File: config.mk
export PLATFORM = sky130hd
export DESIGN_NAME = ram_access_arbiter
export DESIGN_NICKNAME = d
export VERILOG_FILES = /design/src/rtl/ram_access_arbiter.sv
export SDC_FILE = /design/constraint.sdc
export NUM_CORES = 1
export LEC_CHECK = 0
export CORE_UTILIZATION = 44
export CTS_CLUSTER_DIAMETER = 80
export DETAILED_ROUTE_END_ITERATION = 8
export PLACE_DENSITY = 0.79
export SLEW_MARGIN = 20
export SYNTH_ARGS = -nofsm -noshare
export SYNTH_HDL_FRONTEND = slang
export SYNTH_SLANG_ARGS = --single-unit
File: constraint.sdc
create_clock -name clk -period 1.6 [get_ports clk]
set_clock_uncertainty 0.1 [all_clocks]
set_input_delay 0.16 -clock clk [delete_from_list [all_inputs] [get_ports clk]]
set_output_delay 0.16 -clock clk [all_outputs]
set_load 0.005 [all_outputs]
File: src/rtl/ram_access_arbiter.sv
// Shares a byte-wide RAM between the pipeline MEM stage and an aux master, splitting word
// accesses into big-endian byte beats. Define ARB_ROUND_ROBIN_EN for round-robin arbitration.
module ram_access_arbiter #(
  parameter int ADDR_W = 8
) (
  input  logic              clk,
  input  logic              R,
  input  logic              mem_e,
  input  logic              mem_rw,
  input  logic              mem_size,
  input  logic [ADDR_W-1:0] mem_addr,
  input  logic [31:0]       mem_di,
  output logic [31:0]       mem_do,
  output logic              mem_stall,
  input  logic              aux_req,
  input  logic              aux_rw,
  input  logic              aux_size,
  input  logic [ADDR_W-1:0] aux_addr,
  input  logic [31:0]       aux_di,
  output logic [31:0]       aux_do,
  output logic              aux_ack,
  output logic              ram_e,
  output logic              ram_rw,
  output logic [ADDR_W-1:0] ram_addr,
  output logic [7:0]        ram_di,
  input  logic [7:0]        ram_do
);

  // state | meaning
  // IDLE  | no transfer; grant a pending request and latch its fields
  // XFER  | one RAM beat per cycle until the last beat
  // DONE  | read data presented; pipe stall released or aux_ack pulsed
  typedef enum logic [1:0] {IDLE, XFER, DONE} state_t;

  localparam logic PIPE = 1'b0;
  localparam logic AUX  = 1'b1;

  state_t              state, state_nx;
  logic [1:0]          beat;
  logic                owner;
  logic                rw_q;
  logic                size_q;
  logic [ADDR_W-1:0]   addr_q;
  logic [31:0]         di_q;
  logic [31:0]         rd_q;
  logic [31:0]         rd_nx;
  logic [7:0]          wr_byte;
  logic                grant_mem;
  logic                grant_aux;
  logic                last_beat;

`ifdef ARB_ROUND_ROBIN_EN
  logic last_owner;

  always_comb begin
    grant_mem = mem_e;
    grant_aux = aux_req;
    if (mem_e && aux_req) begin
      grant_aux = (last_owner == PIPE);
      grant_mem = (last_owner == AUX);
    end
  end

  always_ff @(posedge clk) begin
    if (R) begin
      last_owner <= AUX;
    end else if (state == IDLE && (grant_mem || grant_aux)) begin
      last_owner <= grant_aux ? AUX : PIPE;
    end
  end
`else
  always_comb begin
    grant_mem = mem_e;
    grant_aux = aux_req & ~mem_e;
  end
`endif

  assign last_beat = size_q ? (beat == 2'd3) : 1'b1;

  // Beat 0 carries the most significant byte of a word.
  always_comb begin
    wr_byte = di_q[7:0];
    rd_nx   = rd_q;
    if (size_q) begin
      case (beat)
        2'd0: begin wr_byte = di_q[31:24]; rd_nx[31:24] = ram_do; end
        2'd1: begin wr_byte = di_q[23:16]; rd_nx[23:16] = ram_do; end
        2'd2: begin wr_byte = di_q[15:8];  rd_nx[15:8]  = ram_do; end
        default: begin wr_byte = di_q[7:0]; rd_nx[7:0] = ram_do; end
      endcase
    end else begin
      rd_nx = {24'h0, ram_do};
    end
  end

  always_ff @(posedge clk) begin
    if (R) state <= IDLE;
    else   state <= state_nx;
  end

  always_comb begin
    state_nx  = state;
    ram_e     = 1'b0;
    ram_rw    = 1'b0;
    ram_addr  = '0;
    ram_di    = 8'h00;
    aux_ack   = 1'b0;
    mem_stall = mem_e;
    case (state)
      IDLE: begin
        if (grant_mem || grant_aux) state_nx = XFER;
      end
      XFER: begin
        ram_e    = 1'b1;
        ram_rw   = rw_q;
        ram_addr = addr_q + ADDR_W'(beat);
        ram_di   = wr_byte;
        if (last_beat) state_nx = DONE;
      end
      DONE: begin
        state_nx = IDLE;
        aux_ack  = (owner == AUX);
        if (owner == PIPE) mem_stall = 1'b0;
      end
      default: state_nx = IDLE;
    endcase
    // Reset must silence the RAM immediately, even mid-transfer.
    if (R) begin
      ram_e    = 1'b0;
      ram_rw   = 1'b0;
      ram_addr = '0;
      ram_di   = 8'h00;
      aux_ack  = 1'b0;
    end
  end

  always_ff @(posedge clk) begin
    if (R) begin
      beat   <= 2'd0;
      owner  <= PIPE;
      rw_q   <= 1'b0;
      size_q <= 1'b0;
      addr_q <= '0;
      di_q   <= 32'h0;
      rd_q   <= 32'h0;
      mem_do <= 32'h0;
      aux_do <= 32'h0;
    end else begin
      case (state)
        IDLE: begin
          if (grant_mem || grant_aux) begin
            owner  <= grant_aux ? AUX : PIPE;
            rw_q   <= grant_aux ? aux_rw   : mem_rw;
            size_q <= grant_aux ? aux_size : mem_size;
            addr_q <= grant_aux ? aux_addr : mem_addr;
            di_q   <= grant_aux ? aux_di   : mem_di;
            beat   <= 2'd0;
            rd_q   <= 32'h0;
          end
        end
        XFER: begin
          if (!rw_q) rd_q <= rd_nx;
          // Read data lands in the output register as the last beat completes, so it is
          // already valid during DONE; writes leave the last read value in place.
          if (last_beat) begin
            if (!rw_q) begin
              if (owner == AUX) aux_do <= rd_nx;
              else              mem_do <= rd_nx;
            end
          end else begin
            beat <= beat + 2'd1;
          end
        end
        default: ;
      endcase
    end
  end

endmodule
==> results of run 1 <==
## routing by layer
layer / track usage (%) / share of wire [%]
met4: 11.12 / 3.9
met1: 29.03 / 40
met5: 0 / 0
met3: 5.523 / 6.4
met2: 46.27 / 50
## through the flow
| step | TNS (ps) | setup WS (ps) | total power, mW | cell area, µm² | hold slack [ps] |
|---|---|---|---|---|---|
| 2_1_floorplan | -163.3 | -20.42 | 4.695 | 6739 | 156.6 |
| 3_3_place_gp | -26310 | -529.6 | 5.346 | 8915 | 350.7 |
| 3_5_place_dp | -33710 | -556.3 | 5.388 | 8915 | 368.5 |
| 4_1_cts | -28490 | -581.7 | 9.530 | 10070 | 130.6 |
| 5_1_grt | -39400 | -757.2 | 10.15 | 10490 | 189.9 |
| 6_report | -33330 | -727.9 | 9.837 | 10490 | 198.3 |
## final cells by class
type | instances | area (µm²)
fillers | 1042 | 4214
multi-input cells | 436 | 3958
repair buffers | 271 | 2872
flip-flops and latches | 135 | 2718
clock buffers | 25 | 505.5
well taps | 184 | 230.2
inverters | 28 | 112.6
clock inverters | 6 | 90.09
## Yosys cell counts
cell,instances,area (µm²)
a211oi_2,40,500.5
nor4b_1,1,8.760
buf_1,1,3.750
nor3_4,1,16.27
buf_6,10,112.6
a31o_2,1,8.760
nand4_2,1,12.51
nand4_1,4,25.02
clkbuf_1,23,86.33
inv_1,28,105.1
o21ai_0,3,15.01
a211o_1,1,8.760
and2_4,1,8.760
nor2_2,1,6.260
buf_2,12,60.06
nor2b_1,3,18.77
nor3_2,3,30.03
and4bb_2,5,62.56
nand4bb_1,1,11.26
nand2_1,30,112.6
o31ai_1,4,30.03
nand4b_2,1,15.01
dfxtp_1,135,2703
ha_1,6,75.07
or4_1,1,7.510
xnor2_1,1,8.760
or3_1,4,25.02
a222oi_1,8,80.08
nand2b_1,73,456.7
buf_4,13,97.59
mux2i_1,106,1061
and4b_1,1,10.01
nand3_1,2,10.01
o31a_1,1,8.760
xor2_1,1,8.760
nor3_1,1,5.000
nor2_1,14,52.55
mux2_2,24,270.3
a21oi_1,54,270.3
a211oi_1,11,82.58
or2_1,1,6.260
fa_1,1,20.02
and2_1,3,18.77
a21o_1,1,7.510
o32ai_1,21,183.9
## power by group through the flow
stage / Sequential (mW) / Clock [mW] / Combinational, mW
2_1_floorplan: 3.69 / 0 / 1.00
3_3_place_gp: 3.73 / 0 / 1.62
3_5_place_dp: 3.73 / 0 / 1.66
4_1_cts: 3.67 / 3.96 / 1.90
5_1_grt: 3.69 / 4.11 / 2.35
6_report: 3.68 / 3.91 / 2.25
## logic make-up after synthesis
kind of cell / Yosys count
flip-flops: 135
adder cells (fa/ha/maj): 7
multiplexers: 130
AND/OR/NAND/NOR: 152
buffers and inverters: 87
AO/OA/AOI/OAI: 145
XOR/XNOR: 2
## worst max-delay path, stage by stage (launching register included)
cell,delay [ps]
dfxtp_4,400
inv_4,60
ha_4,180
buf_6,120
a222oi_1,570
a211oi_4,140
buf_2,170
## final timing paths
check,startpoint,endpoint,cells after the start
setup / recovery,beat[1],ram_di[1],6
hold / removal,R,state[1],5
setup reg to reg,beat[0],rd_q[11],6
hold reg to reg,rd_q[16],rd_q[16],2
## timing repair
action	in CTS	in global routing
hold buffers	0	0
setup endpoints to repair	108	154
pin swaps	38	48
resized for setup	165	37
gates cloned	5	11
buffers inserted	18	12
## flip-flops by register name (all words and copies together), names as in the netlist
| signal | cells |
|---|---|
| rd_q | 24 |
| mem_do | 32 |
| beat | 2 |
| addr_q | 8 |
| aux_do | 32 |
| size_q | 1 |
| owner | 1 |
| di_q | 32 |
| state | 2 |
| rw_q | 1 |
==> reports/qor.csv, run 1 <==
stage;metric;value;unit
logic_synthesis;complex-gate fraction of the synthesized area;17.78;%
global_route;pin count of the biggest net entering global routing;128;
logic_synthesis;synthesized area;6728;µm²
logic_synthesis;register bit count reported by yosys;135;
worst_setup_path;Worst R2R Setup Slack;-370;ps
cells_and_area;share of layout cells above drive strength 1;30.85;%
cells_and_area;Final Non-Filler Cells;1085;
cells_and_area;most common cell after layout, fill and taps aside;clkdlybuf4s50_1;
clock_network;TritonCTS Buffers;17;
logic_synthesis;largest family of logic cells by synthesized area;multiplexers;
route;Avg Vias per Cell;5.647;
worst_setup_path;Required @ worst endpoint;1340;ps
placement;Port Buffers;179;
pwr;Clk network pwr share;39.8;%
global_route;GRT Overall Usage;25.63;%
route;Wirelength per Cell;19.90;µm
worst_setup_path;startpoint types;flop;
pwr;Combinational Power Share;22.8;%
route;routed vias;6127;
logic_synthesis;Cell variety after synth;45;
global_route;first-pass GRT wire length;31210;µm
cells_and_area;Layout area overhead;55.85;%
logic_synthesis;Syn Area/Cell;10.22;µm²
route;Antenna Violating Nets Remaining;0;
floorplanning;Core Rows;44;
clock_network;TritonCTS Sinks;135;
worst_setup_path;Critical Path End Type;output pin;
logic_synthesis;XOR/XNOR Fraction of Synth Area;0.2604;%
pwr;Leakage;4.190;nW
clock_network;maximum clock insertion buffer count;2;
floorplanning;height of the die;125.7;µm
pwr;sequential share of power;37.4;%
global_route;initial antenna violation count;0;
floorplanning;Initial Utilization;45.77;%
cells_and_area;most frequent cells in the layout;clkdlybuf4s50_1 (158), dfxtp_1 (129), mux2i_1 (104);
sta;worst slew pin tran;610.8;ps
route;drt first pass iters;8;
global_route;vias in the first global route;5998;
logic_synthesis;Synth Warn #;0;
cells_and_area;diodes inserted;0;
route;initial drt markers;405;
sta;number of max-slew violations in the final report;0;
global_route;total gr overflow;0;
pwr;internal power;7.219;mW
sta;Tcrit/Tclk final;145.5;%
sta;crit path time final;2328;ps
logic_synthesis;Post-Syn Nets;761;
placement;DP HPWL;13300;µm
worst_setup_path;critical path class;flop to output pin;
clock_network;CTS root buf;clkbuf_16;
logic_synthesis;multiplexer share of the synthesized area;19.79;%
clock_network;CTS tree;built;
route;wirelength, routed;21590;µm
pwr;power per cell area;938.2;nW/µm²
placement;gpl congestion;0.8121;
sta;RSZ-0062 raised after global routing;true;
floorplanning;Die Wd;125.7;µm
job;number of max-cap violations;0;
worst_setup_path;CP max FO;5;
pwr;Peak supply drop;0.0008905;V
min_path;min-delay worst type;input port to flop;
run_status;outcome;complete, but fails checks;
sta;fmax;429.6;MHz
route;Residual DRC;12;
clock_network;CTS H-tree lvls;4;
sta;max_slew headroom;59.28;%
cells_and_area;final core occ;71.33;%
sta;Final Hold Fails;0;
worst_setup_path;Worst Path Arrival;2070;ps
sta;setup violators final;152;
logic_synthesis;Synth Area in Adders;1.413;%
run_status;failing checks;DRC, setup timing;
placement;placed cell count;1015;
pwr;Net Switching;2.619;mW
cells_and_area;fin nets;992;
floorplanning;IO Count;180;
logic_synthesis;Post-Syn Instances;658;
clock_network;worst skew pair latency;420;ps
pwr;Sw Share;26.62;%
clock_network;Reg clk slew, reported paths;60;ps
logic_synthesis;register area share after synthesis;40.17;%
floorplanning;Die ar.;15790;µm²
sta;final setup margin;-727.9;ps
floorplanning;Core ar.;14700;µm²
logic_synthesis;Post-Synth Simple-Gate Area;13.67;%
No activity file was read; power rests on OpenSTA's default activity.
==> run 2, diff against run 1 <==
==> constraint.sdc (replaced) <==
create_clock -name clk -period 2.1 [get_ports clk]
set_clock_uncertainty 0.1 [all_clocks]
set_input_delay 0.21 -clock clk [delete_from_list [all_inputs] [get_ports clk]]
set_output_delay 0.21 -clock clk [all_outputs]
set_load 0.1 [all_outputs]
==> run 2 against run 1 <==
The run still ends with DRC, setup timing left. Sequential cell count is the same. Utilization shrank 5.6 points. Largest cell class unchanged. Non-clock buffer count shrank 63. Die area is the same. Critical endpoint is now ram_di[4]. Wire length shrank 15%. Clock-buffer cell count shrank 1. Combinational power shrank 31%.
==> reports/qor.csv, run 2 (same netlist as run 1, synthesis figures left out) <==
stage;metric;value;unit;change
sta;Sum Neg Setup Slack;-2549;ps;was -33330 ps
min_path;min-delay worst type;input port to flop;;unchanged
floorplanning;Die ar.;15790;µm²;unchanged
sta;worst slew pin tran;671.5;ps;was 610.8 ps
cells_and_area;most common cell after layout, fill and taps aside;dfxtp_1;;was clkdlybuf4s50_1
floorplanning;Die Wd;125.7;µm;unchanged
cells_and_area;most frequent cells in the layout;dfxtp_1 (128), mux2i_1 (106), clkdlybuf4s50_1 (94);;was clkdlybuf4s50_1 (158), dfxtp_1 (129), mux2i_1 (104)
placement;pre-CTS setup slack;8.480;ps;was -556.3 ps
floorplanning;IO Count;180;;unchanged
global_route;initial antenna violation count;0;;unchanged
worst_setup_path;CP max FO;9;;was 5
sta;fmax;427.7;MHz;
floorplanning;height of the die;125.7;µm;unchanged
global_route;total gr overflow;0;;unchanged
worst_setup_path;Max stage delay on crit path;570;ps;about the same
sta;crit path time final;2338;ps;
cells_and_area;Finished Cell Area;9663;µm²;was 10490 µm²
sta;Tcrit/Tclk final;111.3;%;
worst_setup_path;critical path class;flop to output pin;;unchanged
route;routed vias;5627;;was 6127
global_route;vias in the first global route;5793;;was 5998
worst_setup_path;Critical Path End Type;output pin;;unchanged
clock_network;Reg clk slew, reported paths;60;ps;about the same
worst_setup_path;CP top delay family;compound AO/OA/AOI/OAI gates;;unchanged
sta;Final Hold Fails;0;;unchanged
global_route;GRT Overall Usage;23.73;%;was 25.63%
run_status;failing checks;DRC, setup timing;;unchanged
worst_setup_path;crit-path cells;inv_2, ha_2, a222oi_1, a211oi_4, buf_12;;was inv_4, ha_4, buf_6, a222oi_1, a211oi_4, buf_2
global_route;pin count of the biggest net entering global routing;126;;was 128
clock_network;TritonCTS Sinks;135;;unchanged
placement;Placement Cell Area;8876;µm²;was 8915 µm²
worst_setup_path;crit path buf inv count;2;;was 3
clock_network;worst skew pair latency;410;ps;was 420 ps
sta;max_slew headroom;55.24;%;was 59.28%
pwr;Leakage;3.885;nW;was 4.190 nW
clock_network;maximum clock insertion buffer count;2;;unchanged
cells_and_area;Final Non-Filler Cells;1023;;was 1085
route;wirelength, routed;18340;µm;was 21590 µm
floorplanning;Core ar.;14700;µm²;unchanged
route;Residual DRC;9;;was 12
worst_setup_path;Worst Path Arrival;2030;ps;was 2070 ps
placement;Port Buffers;179;;unchanged
worst_setup_path;slowest stage cell, crit path;a222oi_1;;unchanged
sta;RSZ-0062 raised after global routing;true;;unchanged
pwr;Peak supply drop;0.0006820;V;was 0.0008905 V
run_status;outcome;complete, but fails checks;;unchanged
worst_setup_path;Required @ worst endpoint;1790;ps;was 1340 ps
placement;DP HPWL;12850;µm;was 13300 µm
pwr;power per cell area;744.6;nW/µm²;was 938.2 nW/µm²
floorplanning;Initial Utilization;45.77;%;unchanged
clock_network;CTS root buf;clkbuf_16;;unchanged
sta;setup violators final;15;;was 152
route;initial drt markers;311;;was 405
sta;Hold WS;189.2;ps;was 198.3 ps
cells_and_area;diodes inserted;0;;unchanged
clock_network;CTS H-tree lvls;4;;unchanged
route;Avg Vias per Cell;5.500;;was 5.647
floorplanning;Core Rows;44;;unchanged
route;drt first pass iters;9;;was 8
sta;number of max-slew violations in the final report;0;;unchanged
route;Wirelength per Cell;17.93;µm;was 19.90 µm
placement;placed cell count;983;;was 1015
sta;final setup margin;-238.0;ps;was -727.9 ps
global_route;first-pass GRT wire length;29550;µm;was 31210 µm
cells_and_area;fin nets;929;;was 992
clock_network;CTS tree;built;;unchanged
cells_and_area;share of layout cells above drive strength 1;32.18;%;was 30.85%
placement;gpl congestion;0.8259;;was 0.8121
route;Antenna Violating Nets Remaining;0;;unchanged
job;number of max-cap violations;0;;unchanged
cells_and_area;Largest regs;aux_do x32, di_q x32, mem_do x32;;unchanged
cells_and_area;Layout area overhead;43.63;%;was 55.85%
clock_network;TritonCTS Buffers;17;;unchanged
worst_setup_path;startpoint types;flop;;unchanged
[run 2: power breakdown]
part           total (mW)  internal (mW)  switching, mW
Clock                2.83           1.77           1.05
Sequential           2.81           2.70          0.110
Combinational        1.56          0.648          0.914
Total                7.20           5.12           2.08
[run 2: area by class of cell]
cell class	instances	area, µm²
fill	1100	5036
sequential	135	2716
clock inverter	8	70.07
multi-input combinational	436	3886
timing repair buffer	208	2147
clock buffer	24	501.7
tap	184	230.2
inverter	28	111.4
[run 2: repair_timing]
item                                    in CTS  in global routing
hold buffers                                 0                  0
pin swaps                                   18                  4
buffers inserted                             6                  2
endpoints found under the setup margin      25                 31
resized for setup                           27                  5
[run 2: stage by stage]
step | utilization, % | total power [mW]
after global routing | 65.74 | 7.464
after detailed placement | 60.38 | 4.368
final | 65.74 | 7.195
after global placement | 60.38 | 4.334
after floorplan | - | 3.920
after CTS | 65.54 | 7.215
[run 2: final timing paths]
kind	endpoint	depth (start not counted)	slack, ps	start
setup / recovery	ram_di[4]	5	-240	beat[1]
hold / removal	addr_q[0]	3	190	R
setup reg to reg	rd_q[31]	7	110	beat[1]
hold reg to reg	rd_q[30]	2	380	rd_q[30]
[run 2: worst min-delay path, stage by stage]
cell,delay [ps]
buf_4,110
buf_4,270
a211oi_2,50
[run 2: layer usage]
layer	up-vias	global-route usage, %	routed length [µm]
li1	2704	-	-
met1	2673	28.30	7517
met2	215	40.98	9247
met3	35	5.650	1147
met4	0	9.613	428
met5	-	0	0
